==> src/rtl/traffic_pkg.sv <==
// Shared phase encodings, default timing constants and lamp payload type
// for the two-way intersection sequencer.
package traffic_pkg;

    localparam int unsigned PHASE_W = 3;

    localparam logic [PHASE_W-1:0] NS_GRN = 3'd0;
    localparam logic [PHASE_W-1:0] NS_YEL = 3'd1;
    localparam logic [PHASE_W-1:0] RED_A  = 3'd2;
    localparam logic [PHASE_W-1:0] EW_GRN = 3'd3;
    localparam logic [PHASE_W-1:0] EW_YEL = 3'd4;
    localparam logic [PHASE_W-1:0] RED_B  = 3'd5;

    localparam int unsigned DEF_NS_GREEN_CYC = 32;
    localparam int unsigned DEF_EW_GREEN_CYC = 16;
    localparam int unsigned DEF_YELLOW_CYC   = 4;
    localparam int unsigned DEF_ALLRED_CYC   = 2;
    localparam int unsigned DEF_TMR_W        = 6;

    typedef struct packed {
        logic red;
        logic yellow;
        logic green;
    } lamp_t;

    localparam lamp_t LAMP_RED    = '{red: 1'b1, yellow: 1'b0, green: 1'b0};
    localparam lamp_t LAMP_YELLOW = '{red: 1'b0, yellow: 1'b1, green: 1'b0};
    localparam lamp_t LAMP_GREEN  = '{red: 1'b0, yellow: 1'b0, green: 1'b1};

endpackage

==> src/rtl/traffic_phase_sequencer_phase_timer.sv <==
// Phase timer: counts cycles spent in the current phase, clears on phase
// entry and holds once it reaches the supplied limit.
module phase_timer #(
    parameter int unsigned TMR_W = 6
) (
    input  logic             clk,
    input  logic             rst_n,
    input  logic             clr,
    input  logic [TMR_W-1:0] limit,
    output logic [TMR_W-1:0] count
);

    always_ff @(posedge clk or negedge rst_n) begin
        if (!rst_n) begin
            count <= '0;
        end else if (clr) begin
            count <= '0;
        end else if (count != limit) begin
            count <= count + TMR_W'(1);
        end
    end

endmodule

==> src/rtl/traffic_phase_sequencer.sv <==
// Two-way intersection sequencer: phase FSM, vehicle request latches and
// registered lamp decode around a single shared phase timer.
module traffic_phase_sequencer
    import traffic_pkg::*;
#(
    parameter int unsigned NS_GREEN_CYC = DEF_NS_GREEN_CYC,
    parameter int unsigned EW_GREEN_CYC = DEF_EW_GREEN_CYC,
    parameter int unsigned YELLOW_CYC   = DEF_YELLOW_CYC,
    parameter int unsigned ALLRED_CYC   = DEF_ALLRED_CYC,
    parameter int unsigned TMR_W        = DEF_TMR_W
) (
    input  logic               i_clk,
    input  logic               i_rst_n,
    input  logic               i_NS_vehicle_detect,
    input  logic               i_EW_vehicle_detect,
    output logic               o_NS_red,
    output logic               o_NS_yellow,
    output logic               o_NS_green,
    output logic               o_EW_red,
    output logic               o_EW_yellow,
    output logic               o_EW_green,
    output logic [PHASE_W-1:0] o_phase,
    output logic [TMR_W-1:0]   o_timer
);

    localparam logic [TMR_W-1:0] NS_LIM  = TMR_W'(NS_GREEN_CYC - 1);
    localparam logic [TMR_W-1:0] EW_LIM  = TMR_W'(EW_GREEN_CYC - 1);
    localparam logic [TMR_W-1:0] YEL_LIM = TMR_W'(YELLOW_CYC - 1);
    localparam logic [TMR_W-1:0] AR_LIM  = TMR_W'(ALLRED_CYC - 1);

    logic [PHASE_W-1:0] state_q;
    logic [PHASE_W-1:0] state_nxt_c;
    logic [TMR_W-1:0]   timer_q;
    logic [TMR_W-1:0]   tmr_lim_c;
    logic               tmr_clr_c;
    logic               ns_req_q;
    logic               ew_req_q;
    logic               ns_entry_c;
    logic               ew_entry_c;
    lamp_t              ns_lamp_q;
    lamp_t              ew_lamp_q;
    lamp_t              ns_lamp_nxt_c;
    lamp_t              ew_lamp_nxt_c;

    phase_timer #(
        .TMR_W (TMR_W)
    ) u_phase_timer (
        .clk   (i_clk),
        .rst_n (i_rst_n),
        .clr   (tmr_clr_c),
        .limit (tmr_lim_c),
        .count (timer_q)
    );

    // Next phase; greens only yield once minimum time is up and the other side waits
    always_comb begin
        state_nxt_c = state_q;
        tmr_lim_c   = '0;
        case (state_q)
            NS_GRN: begin
                tmr_lim_c = NS_LIM;
                if (timer_q == NS_LIM && ew_req_q) state_nxt_c = NS_YEL;
            end
            NS_YEL: begin
                tmr_lim_c = YEL_LIM;
                if (timer_q == YEL_LIM) state_nxt_c = RED_A;
            end
            RED_A: begin
                tmr_lim_c = AR_LIM;
                if (timer_q == AR_LIM) state_nxt_c = EW_GRN;
            end
            EW_GRN: begin
                tmr_lim_c = EW_LIM;
                if (timer_q == EW_LIM && ns_req_q) state_nxt_c = EW_YEL;
            end
            EW_YEL: begin
                tmr_lim_c = YEL_LIM;
                if (timer_q == YEL_LIM) state_nxt_c = RED_B;
            end
            RED_B: begin
                tmr_lim_c = AR_LIM;
                if (timer_q == AR_LIM) state_nxt_c = NS_GRN;
            end
            default: state_nxt_c = NS_GRN;
        endcase

        tmr_clr_c  = (state_nxt_c != state_q);
        ns_entry_c = tmr_clr_c && (state_nxt_c == NS_GRN);
        ew_entry_c = tmr_clr_c && (state_nxt_c == EW_GRN);

        ns_lamp_nxt_c = LAMP_RED;
        ew_lamp_nxt_c = LAMP_RED;
        case (state_nxt_c)
            NS_GRN:  ns_lamp_nxt_c = LAMP_GREEN;
            NS_YEL:  ns_lamp_nxt_c = LAMP_YELLOW;
            EW_GRN:  ew_lamp_nxt_c = LAMP_GREEN;
            EW_YEL:  ew_lamp_nxt_c = LAMP_YELLOW;
            default: ;
        endcase
    end

    // Detect has priority over the clear that happens on green entry
    always_ff @(posedge i_clk or negedge i_rst_n) begin
        if (!i_rst_n) begin
            state_q   <= NS_GRN;
            ns_req_q  <= 1'b0;
            ew_req_q  <= 1'b0;
            ns_lamp_q <= LAMP_GREEN;
            ew_lamp_q <= LAMP_RED;
        end else begin
            state_q   <= state_nxt_c;
            ns_req_q  <= i_NS_vehicle_detect | (ns_req_q & ~ns_entry_c);
            ew_req_q  <= i_EW_vehicle_detect | (ew_req_q & ~ew_entry_c);
            ns_lamp_q <= ns_lamp_nxt_c;
            ew_lamp_q <= ew_lamp_nxt_c;
        end
    end

    assign o_phase     = state_q;
    assign o_timer     = timer_q;
    assign o_NS_red    = ns_lamp_q.red;
    assign o_NS_yellow = ns_lamp_q.yellow;
    assign o_NS_green  = ns_lamp_q.green;
    assign o_EW_red    = ew_lamp_q.red;
    assign o_EW_yellow = ew_lamp_q.yellow;
    assign o_EW_green  = ew_lamp_q.green;

endmodule

==> config.mk <==
export PLATFORM = sky130hd
export DESIGN_NAME = traffic_phase_sequencer
export DESIGN_NICKNAME = d
export VERILOG_FILES = /design/src/rtl/traffic_pkg.sv /design/src/rtl/traffic_phase_sequencer_phase_timer.sv /design/src/rtl/traffic_phase_sequencer.sv
export SDC_FILE = /design/constraint.sdc
export NUM_CORES = 1
export LEC_CHECK = 0
export ABC_AREA = 0
export CORE_MARGIN = 2
export CORE_UTILIZATION = 52
export DETAILED_ROUTE_END_ITERATION = 12
export GPL_TIMING_DRIVEN = 0
export PLACE_DENSITY = 0.78
export SYNTH_ARGS = -nofsm -noshare
export SYNTH_HDL_FRONTEND = slang
export SYNTH_SLANG_ARGS = --single-unit
==> constraint.sdc <==
create_clock -name i_clk -period 2.2 [get_ports i_clk]
set_clock_uncertainty 0.05 [all_clocks]
set_input_delay 0.66 -clock i_clk [delete_from_list [all_inputs] [get_ports i_clk]]
set_output_delay 0.66 -clock i_clk [all_outputs]
set_load 0.01 [all_outputs]
Yosys cells after proc, flatten, opt, wreduce, memory -nomap -nowiden:

Cells that the tools add are included.

* register bits: 17
* latch bits: 0
* memory bits (writable): 0
* memory bits (read-only): 0
* input port bits: 4
* output and inout port bits: 15
* logic and storage cells: 52
* memories kept: 0

* $add $sub $neg: 1
* multiply operators: 0
* div/mod/pow operators: 0
* order comparisons: 0
* eq/ne operators: 14
* shift operators: 0
* multiplexer cells: 12
* bitwise gates (word level): 6
* reduce and logical (&&, ||, !) cells: 9

Operator list (number)
* $pmux W5 S4: 1
* $mux W3: 6
* $pmux W3 S6: 1
* $mux W6: 2
* $pmux W3 S2: 2
* $eq A3 B2 Y1 const B: 3
* $eq A3 B3 Y1 const B: 3
* $add A6 B1 Y6 const B: 1
* $eq A3 B1 Y1 const B: 2
* $eq A6 B1 Y1 const B: 1
* $eq A6 B2 Y1 const B: 1
* $eq A6 B4 Y1 const B: 1
* $eq A6 B5 Y1 const B: 1
* $logic_not A3 Y1: 2
* $ne A6 B5 Y1: 1
* $logic_and A1 B1 Y1: 4
* $reduce_or A2 Y1: 2
* $ne A3 B3 Y1: 1
* $and A1 B1 Y1: 2
* $not A1 Y1: 2
* $or A1 B1 Y1: 2
* $reduce_bool A2 Y1: 1

Longest topological paths before layout:

Gate-level depths: netlist of run 1.

* depth in word-level cells: 9
* gate-level depth with buffers: 7
* mapped depth without buffers: 7

Cells and area by module:

Synthesis of run 1 repeated with hierarchy kept, for this count alone.

* cells, all modules: 109
* area, all modules: 1042.2 um2

Modules (own cells, without submodules)
* traffic_phase_sequencer: instances 1, cells each 57, area an instance 578.1 um2, seq. area each 277.8 um2
* phase_timer: instances 1, cells each 52, area an instance 464.2 um2, seq. area each 150.1 um2

Worst setup path before layout of run 1:

No wires, ideal clock.

* path kind: flip-flop to flip-flop
* from: register u_phase_timer.count[0]
* to: register u_phase_timer.count[1]
* library setup time: 0.099 ns
* arrival time: 1.757 ns
* required time: 2.051 ns
* setup slack: 0.293 ns
* cell stages (with the launch flop): 7
* path buffers: 0
* period minus slack after synthesis: 1.907 ns
* cells stage by stage: dfrtp_1 ha_1 and3_2 and3_4 o221ai_2 nand2_2 a311oi_1

* word-level cells in the longest chain between the ends: 6
* elaborated cells between the ends (all ways): 19
* those cells by class: add/sub: 1; eq/ne: 6; mux: 9; reduce/logical: 3

Ends and longest elaborated chain
* start, declared: line traffic_phase_sequencer_phase_timer.sv:10 `output logic [TMR_W-1:0] count`
* start signal, assigned: line traffic_phase_sequencer_phase_timer.sv:19 `count <= count + TMR_W'(1);`
* $eq A6 B4 Y1 / $eq A6 B5 Y1 (equally long branches): line traffic_phase_sequencer.sv:74, traffic_phase_sequencer.sv:62
* $logic_and A1 B1 Y1 (on tied branches): line traffic_phase_sequencer.sv:74, traffic_phase_sequencer.sv:62
* $mux W3 (on tied branches): line traffic_phase_sequencer.sv:74, traffic_phase_sequencer.sv:62
* $pmux W3 S6: line traffic_phase_sequencer.sv:59 `case (state_q)`
* $ne A3 B3 Y1: line traffic_phase_sequencer.sv:87 `tmr_clr_c = (state_nxt_c != state_q);`
* $mux W6 / $reduce_bool A2 Y1 (equally long branches)

Parallel ways exist; a longest one is shown, timed or not. The select of a mux whose other input is x is not followed.
A chain may end at the register's enable or synchronous reset.

Worst setup path after layout of run 1:

* from: register state_q[0], in the netlist o_phase[0]
* to: output o_phase[0]

RTL lines
* start, declared: line traffic_phase_sequencer.sv:31 `logic [PHASE_W-1:0] state_q;`
* start signal, assigned: line traffic_phase_sequencer.sv:111 `state_q <= state_nxt_c;`
* end, declared: line traffic_phase_sequencer.sv:22 `output logic [PHASE_W-1:0] o_phase,`

No word-level cell between the ends.

==> metrics.cfg, run 1 <==
[status]
outcome = finished, final reports clean

[cells_and_area]
final_common_cell = sky130_fd_sc_hd__clkdlybuf4s50_1
filler_cell_count = 190
syn2layout_area_growth_pct = 22.6
antenna-diode-count = 0
mostFrequentLayoutCells = 18 x sky130_fd_sc_hd__clkdlybuf4s50_1, 12 x sky130_fd_sc_hd__dfrtp_1, 8 x sky130_fd_sc_hd__nand3_1, 6 x sky130_fd_sc_hd__nor2_1, 6 x sky130_fd_sc_hd__inv_1
post_route_cells_drive_above_1_share_pct = 22.6
layout.cell_area.non_filler_sq_mm = 0.00141
multi_input_area_sq_um = 659
area.sequential_sq_um = 432
num-nets-final = 144

[setup_path]
worstSetupEndpointType = output pin
r2r_slack_ns = 0.22
reg2regPathDepth = 6
critical_path_arrival_ns = 1.41
crit_fanout = 8
reg2reg_from = u_phase_timer.count[0]
rr_endpoint = u_phase_timer.count[1]
crit_type = reg -> out
crit_buf_inv = 1
cp-start-kind = flip-flop
critical_path.startpoint = o_phase[0]
worst_path_dominant_cell_family = buffers and inverters
max_stage_delay_cell_worst_path = sky130_fd_sc_hd__clkdlybuf4s50_1
worstPathCellList = clkdlybuf4s50_1
cp_slowest_stage_delay_ns = 0.59
path_depth = 1
cp.required_ns = 1.49
endpoint = o_phase[0]

[global_route]
track_usage_pct = 23.0
globalRouteOverflowTotal = 0
global_route_wire_length_before_repair_mm = 4.49
grt_antenna_before_repair = 0
grt_pass1_vias = 952
maximum_number_of_pins_on_one_net_before_global_route_repair = 18

[cts]
htree_num_levels = 1
cell_chosen_for_the_clock_root = sky130_fd_sc_hd__clkbuf_4
cts_buf_count = 3
clock_latency_ns = 0.30
path_clk_slew_ns = 0.11
clk_path_buf_depth = 2
cts_tree = built
cts.sinks = 17

[die]
fp.dieW_um = 51.1
fp.dieArea_sq_mm = 0.00261
rows = 17
die_height_um = 51.1
core_region_area_sq_mm = 0.00215
initial_utilization_pct = 53.7
design.portCount = 19

[power_and_ir_drop]
p_leak_nw = 0.561
power.density_cell_area_mw_per_mm2 = 352
pwr_total_mw = 0.497
vdd.ir_drop.worst_v = 0.000241

[detailed_routing]
route.vias.total = 1028
detailedRoute.firstIterationViolations = 35
drc = 0
vias_per_cell = 6.23
wl_per_cell_um = 15.7
count_of_tritonroute_iterations_in_the_first_routing_pass = 4
ant_nets = 0
routed_wl_mm = 2.59

[sta]
layout_worst_path_cycle_share_pct = 96.4
minimum_clock_period_after_layout_ns = 2.12
fmaxAchievable_mhz = 471
slew_viol_final = 0
worst-slew-pin-transition_ns = 0.783
finalHoldViolations = 0
rsz0062_at_grt = false
totalNegativeSetupSlack_ns = 0
setup_viol = 0
relSlewSlack_pct = 47.6

[place]
place_hpwl_mm = 1.81
dpl_cell_area_sq_mm = 0.00137
buffer_ports.inserted = 18
finalWeightedCongestion = 0.850

[yosys]
flop_and_latch_count_out_of_synthesis = 17
seq_total_area_yosys_pct = 37.1
synth-edff-count = 0
postSynthCellCount = 115
synth.net_count = 121
post_synth_instance_area_sq_mm = 0.00115
ys.warnings.count = 0
postSynth.asyncResetShare_pct = 100
synth-main-ff-cell = sky130_fd_sc_hd__dfrtp_1
ys_types = 53
post_synth.cell_area_avg_sq_um = 10.0

[min_path]
min_path_cells = 1
hold_path.class = reg -> reg

[flow_run]
maxCapViolCount = 0

==> metal layers <==
metal  global-route usage (%)  vias up  part of all wire, %
met4                     11.3        0                  2.5
met5                        0        -                    0
met1                     31.8      499                   45
met2                     35.3       42                   47
li1                         -      480                    -
met3                     2.92        7                  5.2
==> state kept, by name (all words and copies together) (netlist names) <==
| register | flops |
|---|---|
| ew_req_q | 1 |
| o_NS_red | 1 |
| ns_req_q | 1 |
| o_NS_green | 1 |
| o_EW_yellow | 1 |
| o_EW_red | 1 |
| u_phase_timer.count | 6 |
| o_NS_yellow | 1 |
| o_phase | 3 |
| o_EW_green | 1 |
==> area by class of cell <==
type | count | share of cell area [%]
clock inverter | 1 | 0.354
clock buffer | 3 | 1.59
timing repair buffer | 18 | 12.7
tap | 28 | 2.48
inverter | 6 | 1.59
buffer | 6 | 4.07
sequential | 17 | 30.5
multi-input combinational | 86 | 46.6
==> kinds of logic after synthesis <==
| kind of cell | Yosys count | share of synthesized area, % |
|---|---|---|
| AND/OR/NAND/NOR | 50 | 28.6 |
| adder cells (fa/ha/maj) | 2 | 2.17 |
| flip-flops | 17 | 37.1 |
| buffers and inverters | 12 | 6.94 |
| AO/OA/AOI/OAI | 30 | 21.7 |
| multiplexers | 4 | 3.47 |
==> power by group <==
| group | switching, mW | internal (mW) | total, mW |
|---|---|---|---|
| registers | 0.0000126 | 0.312 | 0.313 |
| clock network | 0.106 | 0.0677 | 0.174 |
| logic | 0.00656 | 0.00471 | 0.0113 |
| total | 0.113 | 0.385 | 0.497 |
==> worst min-delay path by stage <==
stage | startpoint | endpoint
2_1_floorplan | i_rst_n | ew_req_q
3_3_place_gp | ns_req_q | ns_req_q
3_5_place_dp | ns_req_q | ns_req_q
4_1_cts | ns_req_q | ns_req_q
5_1_grt | ns_req_q | ns_req_q
6_report | ew_req_q | ew_req_q
==> cells in the mapped netlist, types with 3 or more instances <==
cell	instances	share of area (%)
sky130_fd_sc_hd__buf_6	4	3.9
sky130_fd_sc_hd__nand3b_1	3	2.0
sky130_fd_sc_hd__inv_1	6	2.0
sky130_fd_sc_hd__nand2_1	5	1.6
sky130_fd_sc_hd__dfrtp_1	15	33
sky130_fd_sc_hd__mux2i_1	4	3.5
sky130_fd_sc_hd__o21ai_0	3	1.3
sky130_fd_sc_hd__a21oi_1	5	2.2
sky130_fd_sc_hd__nor3_1	5	2.2
sky130_fd_sc_hd__nor2_1	6	2.0
sky130_fd_sc_hd__nand3_1	8	3.5
==> timing repair <==
item,4_1_cts,5_1_grt
gates resized for setup,0,5
endpoints found under the setup margin,0,8
hold buffers,0,0
buffers inserted,0,0
==> metrics by stage <==
stage	utilization (%)	std cells	setup WS [ns]	hold WS, ns
finish	65.8	165	0.0783	0.494
detailed placement	63.7	161	0.0481	0.471
global route	65.8	165	0.0369	0.529
CTS	65.0	165	0.00535	0.495
global placement	63.7	161	0.127	0.451
floorplan	-	115	0.293	0.314
No activity file was read; power rests on OpenSTA's default activity.
==> inputs of run 2 (changes only) <==
--- a/config.mk
+++ b/config.mk
@@ -8,6 +8,7 @@
 export ABC_AREA = 0
 export CORE_MARGIN = 2
 export CORE_UTILIZATION = 52
+export CTS_CLUSTER_SIZE = 14
 export DETAILED_ROUTE_END_ITERATION = 12
 export GPL_TIMING_DRIVEN = 0
 export PLACE_DENSITY = 0.78
==> results of run 2 <==
Same layout as run 1: the final DEF is identical, and so are final timing and power.
==> inputs of run 3 (changes only) <==
--- a/config.mk
+++ b/config.mk
@@ -6,7 +6,7 @@
 export NUM_CORES = 1
 export LEC_CHECK = 0
 export ABC_AREA = 0
-export CORE_MARGIN = 2
+export CORE_MARGIN = 3
 export CORE_UTILIZATION = 52
 export CTS_CLUSTER_SIZE = 14
 export DETAILED_ROUTE_END_ITERATION = 12
==> run 3 against run 2 <==
Cell area fell by 0.27%; die area up 8.0%; flip-flop and latch count unchanged; fmax barely moved; clock-buffer cell count unchanged; critical endpoint is now o_timer[0].
==> metrics.cfg, run 3 (synthesized netlist as in run 1, its figures left out) <==
[power_and_ir_drop]
power.density_cell_area_mw_per_mm2 = 351
power.internal_mw = 0.385
share_seq_of_total_power_pct = 63.2
vdd.ir_drop.worst_v = 0.000401
netSwitchingPower_mw = 0.110
sw_share_pct = 22.2
comb_power_share_pct = 2.2
pwr-share-clk_pct = 34.6
p_leak_nw = 0.563

[cts]
clk_path_buf_depth = 2
ctsHoldBuffers = 0
htree_num_levels = 1
path_clk_slew_ns = 0.10
cts_buf_count = 3
cts_setup_buffers = 0
cts.sinks = 17
cell_chosen_for_the_clock_root = sky130_fd_sc_hd__clkbuf_4
clock_latency_ns = 0.29
cts_tree = built

[place]
buffer_ports.inserted = 18
finalWeightedCongestion = 0.835
place_hpwl_mm = 1.76

[global_route]
global_route_wire_length_before_repair_mm = 4.18
grt_pass1_vias = 898
globalRouteOverflowTotal = 0
grt_antenna_before_repair = 0
maximum_number_of_pins_on_one_net_before_global_route_repair = 18
track_usage_pct = 20.2

[detailed_routing]
vias_per_cell = 5.99
wl_per_cell_um = 15.3
ant_nets = 0
routed_wl_mm = 2.51
count_of_tritonroute_iterations_in_the_first_routing_pass = 4
route.vias.total = 982
detailedRoute.firstIterationViolations = 16
drc = 0

[min_path]
min_path_cells = 1
hold_path.class = reg -> reg

[flow_run]
maxCapViolCount = 0

[die]
die_height_um = 53.1
rows = 16
initial_utilization_pct = 57.1
fp.dieArea_sq_mm = 0.00282
fp.dieW_um = 53.1
core_region_area_sq_mm = 0.00202
design.portCount = 19

[setup_path]
cp-start-kind = flip-flop
crit_buf_inv = 1
max_stage_delay_cell_worst_path = sky130_fd_sc_hd__clkdlybuf4s50_1
worstSetupEndpointType = output pin
path_depth = 1
cp_slowest_stage_delay_ns = 0.60
reg2regPathDepth = 6
worstPathCellList = clkdlybuf4s50_1
crit_fanout = 11
worst_path_dominant_cell_family = buffers and inverters
cp.required_ns = 1.49
critical_path_arrival_ns = 1.41
crit_type = reg -> out

[sta]
minimum_clock_period_after_layout_ns = 2.12
setup_viol = 0
layout_worst_path_cycle_share_pct = 96.5
totalNegativeSetupSlack_ns = 0
slew_viol_final = 0
relSlewSlack_pct = 49.3
fmaxAchievable_mhz = 471
rsz0062_at_grt = false
finalHoldViolations = 0
worst-slew-pin-transition_ns = 0.758

[cells_and_area]
mostFrequentLayoutCells = 18 x sky130_fd_sc_hd__clkdlybuf4s50_1, 14 x sky130_fd_sc_hd__dfrtp_1, 8 x sky130_fd_sc_hd__nand3_1, 6 x sky130_fd_sc_hd__nor2_1, 6 x sky130_fd_sc_hd__inv_1
final_common_cell = sky130_fd_sc_hd__clkdlybuf4s50_1
largest_reg_flops = 6
antenna-diode-count = 0
area.sequential_sq_um = 429
largest-register = u_phase_timer.count
multi_input_area_sq_um = 659
filler_cell_count = 170
post_route_cells_drive_above_1_share_pct = 21.2
num-nets-final = 144
syn2layout_area_growth_pct = 22.2
fin_util_pct = 69.7

[status]
outcome = finished, final reports clean

-- run 3: power groups by stage --
| stage | Sequential, mW | Clock (mW) | Combinational [mW] |
|---|---|---|---|
| global placement | 0.318 | 0 | 0.0112 |
| global route | 0.313 | 0.184 | 0.0123 |
| CTS | 0.313 | 0.172 | 0.0115 |
| floorplan | 0.319 | 0 | 0.000108 |
| detailed placement | 0.318 | 0 | 0.0115 |
| finish | 0.312 | 0.171 | 0.0110 |
-- run 3: routing by layer --
layer	part of all wire (%)	vias to the layer above	routed length [um]	track usage, %
li1	-	476	-	-
met1	47	474	1190	29.5
met2	47	30	1170	30.6
met3	5.2	2	130	3.94
met4	0.68	0	17	4.68
met5	0	-	0	0
-- run 3: layout make-up --
| type | count | share of cell area (%) |
|---|---|---|
| Multi-Input combinational cell | 86 | 46.8 |
| Sequential cell | 17 | 30.4 |
| Timing Repair Buffer | 18 | 12.8 |
| Buffer | 6 | 4.08 |
| Tap cell | 27 | 2.40 |
| Clock buffer | 3 | 1.60 |
| Inverter | 6 | 1.60 |
| Clock inverter | 1 | 0.355 |
-- run 3: path summary, 6_finish.rpt --
| kind | startpoint | endpoint | slack, ns |
|---|---|---|---|
| max | u_phase_timer.count[0] | o_timer[0] | 0.08 |
| min | ew_req_q | ew_req_q | 0.46 |
| max reg2reg | u_phase_timer.count[0] | u_phase_timer.count[1] | 0.19 |
| min reg2reg | ew_req_q | ew_req_q | 0.46 |
| max in group asynchronous | i_rst_n | u_phase_timer.count[5] | 0.83 |
| min in group asynchronous | i_rst_n | o_NS_red | 0.75 |
-- run 3: metrics by stage --
step	instance area, sq um	hold slack (ns)	instances	worst slack (ns)	power [mW]
after floorplan	1150	0.314	115	0.293	0.319
after global placement	1370	0.433	160	0.134	0.330
after detailed placement	1370	0.440	160	0.0825	0.330
after CTS	1400	0.463	164	0.0185	0.496
after global routing	1410	0.500	164	0.00459	0.509
final	1410	0.460	164	0.0767	0.494
-- run 3: timing repair --
item                                   CTS  global route
gates resized for setup                  0             3
setup endpoints to repair                0             4
endpoints found under the hold margin    0             0
==> variant, RTL diff (config.mk and constraints of run 1) <==
The package constant `PHASE_W` goes from 3 to 5.
--- a/src/rtl/traffic_pkg.sv
+++ b/src/rtl/traffic_pkg.sv
@@ -2,7 +2,7 @@
 // for the two-way intersection sequencer.
 package traffic_pkg;
 
-    localparam int unsigned PHASE_W = 3;
+    localparam int unsigned PHASE_W = 5;
 
     localparam logic [PHASE_W-1:0] NS_GRN = 3'd0;
     localparam logic [PHASE_W-1:0] NS_YEL = 3'd1;
Ports: changed (resized o_phase); port bits go from 19 to 21. The function was not compared with the original's and may differ.
==> variant against run 1 <==
  * Wire length grew 10%
  * Area after synthesis grew 2.5%
  * Non-clock buffer count grew 7
  * Critical path type unchanged
  * Sequential cell count grew 2
  * Via count grew 9.3%
  * Cell area grew 9.2%
  * Die area grew 2.3%
  * Utilization grew 4.7 points
  * Worst setup slack gained 21 ps
  * Maximum frequency grew 0.98%
Power is not compared: it rests on default switching activity, and its combinational part moved more than twofold at a synthesized area within 25%.
==> variant: results (changes against run 1) <==
[status]
status = complete, no violations  ; unchanged

[min_path]
hp-class = reg2reg  ; unchanged

[detailed_routing]
drt_pass1_iterations = 5  ; was 4
drt-initial-drc-count = 80  ; was 35
dr_wl_met2_um = 1320  ; was 1220 um
dr_wl_met3_um = 171  ; was 134 um
viasPerCell = 6.39  ; was 6.23
totalWireLength_um = 2850  ; was 2590 um
drt-met1-wl_um = 1290  ; was 1160 um

[clock_network]
path_clk_slew_ps = 110  ; about the same
htree_levels = 1  ; unchanged
clk_latency_ps = 310
cts_buffers = 3  ; unchanged

[pwr]
peakVddDrop_v = 0.000344
leakage_nw = 0.618

[synth]
synth-async-reset-ratio = 1.00  ; unchanged
synth_xor_area_frac = 0.0148  ; was 0
synth-compound-area-share = 0.266  ; was 0.217
synth_common_cells = dfrtp_1 (17), nand2_1 (6)  ; was dfrtp_1 (15), nand3_1 (8), inv_1 (6), nor2_1 (6)
ys_types = 46  ; was 53
synth_mux_area_frac = 0.0339  ; was 0.0347
ys_seq_area_frac = 0.404  ; was 0.371
synth.area.top_cells = dfrtp_1 (36%), dfstp_2 (4.4%), mux2i_1 (3.4%), a311oi_1 (3.0%), and3_1 (2.6%)  ; was dfrtp_1 (33%), dfstp_2 (4.6%), buf_6 (3.9%), mux2i_1 (3.5%), nand3_1 (3.5%)
synth_fa_ha_area_frac = 0.0212  ; was 0.0217

[placed_design]
io_buffers = 20  ; was 18
dp_hpwl_um = 1840  ; was 1810 um
pre_cts_ws_ps = -178  ; was 48.1 ps
place_congestion = 0.853  ; was 0.850

[layout]
fillers = 161  ; was 190
largest_reg_flops = 6  ; unchanged
top_register = u_phase_timer.count  ; unchanged
fin_nets = 155  ; was 144
n_antenna_cell = 0  ; unchanged
layout-drive-gt1-share = 0.250  ; was 0.226

[global_routing]
grt.total_usage = 0.233  ; was 0.230
grt_max_degree = 20  ; was 18
antenna_found_initial = 0  ; unchanged
grt_pass1_wl_um = 4620  ; was 4490 um
grt_pass1_vias = 994  ; was 952

[worst_setup_path]
reg2reg_slack_ps = 110  ; was 220 ps
r2r_cells = 7  ; was 6
cp_top_family = buffers and inverters  ; unchanged
arrival_ps = 1390  ; was 1410 ps
r2r_end = o_EW_yellow$_DFF_PN0_  ; was u_phase_timer.count[1]$_DFFE_PN0P_
worstReg2RegStart = u_phase_timer.count[4]$_DFFE_PN0P_  ; was u_phase_timer.count[0]$_DFFE_PN0P_

[timing]
fmax_mhz = 476  ; was 471 MHz
slew_headroom = 0.441  ; was 0.476

variant: cell types whose count changed in the layout (fill, tap and decap cells not counted), moves of 3 or more:
cell and change:
buf_4 +5, a211oi_1 +4, nand2b_1 +4, nand3_1 -4
nor3_1 -4, and3_1 +3, buf_6 -3, nand3b_1 -3
nor2_1 -3, o21bai_1 +3
variant: cell type report:
class | instances | area share
Clock inverter | 1 | 0.00324
Buffer | 5 | 0.0194
Clock buffer | 3 | 0.0146
Tap cell | 28 | 0.0227
Timing Repair Buffer | 26 | 0.159
Sequential cell | 19 | 0.312
Multi-Input combinational cell | 89 | 0.457
Inverter | 5 | 0.0122
variant: logic make-up (layout without fill, tap and decap cells):
family          count (synthesis)  in the layout
simple gates                   39             39
xor+xnor                        2              2
fa+ha+maj                       2              2
flops                          19             19
other cells                     1              2
buf+inv                        11             40
compound gates                 40             40
mux                             4              4
variant: layer usage:
layer,global-route usage,up-vias
met2,0.355,49
met4,0.101,0
met1,0.326,547
met3,0.0374,9
met5,0,-
li1,-,519
variant: repair_timing:
| action | CTS | global route |
|---|---|---|
| hold endpoints to repair | 0 | 0 |
| endpoints found under the setup margin | 8 | 9 |
| resized for setup | 5 | 7 |
| pin swaps | 0 | 3 |
| setup buffers | 0 | 6 |
variant: where the power goes:
part           internal (W)  switching (W)  leakage (nW)  total (W)
logic             0.0000441      0.0000455         0.360  0.0000896
clock network     0.0000681       0.000121        0.0177   0.000189
registers          0.000355     0.00000977         0.240   0.000365
variant: metrics by stage:
stage               utilization  area [um2]  setup TNS, ps  instances
floorplan                     -        1190              0        119
global placement          0.649        1420           -454        167
detailed placement        0.649        1420           -613        167
CTS                       0.672        1470              0        170
global route              0.705        1540              0        176
finish                    0.705        1540              0        176
variant: how the worst min path moves through the flow:
| stage | start | endpoint | slack [ps] | depth (start not counted) |
|---|---|---|---|---|
| final | ew_req_q$_DFF_PN0_ | ew_req_q$_DFF_PN0_ | 470 | 1 |
| after global routing | ew_req_q$_DFF_PN0_ | ew_req_q$_DFF_PN0_ | 530 | 1 |
| after CTS | ew_req_q$_DFF_PN0_ | ew_req_q$_DFF_PN0_ | 470 | 1 |
| after detailed placement | ew_req_q$_DFF_PN0_ | ew_req_q$_DFF_PN0_ | 440 | 1 |
| after global placement | ew_req_q$_DFF_PN0_ | ew_req_q$_DFF_PN0_ | 430 | 1 |
| after floorplan | i_rst_n | ew_req_q$_DFF_PN0_ | 310 | 0 |
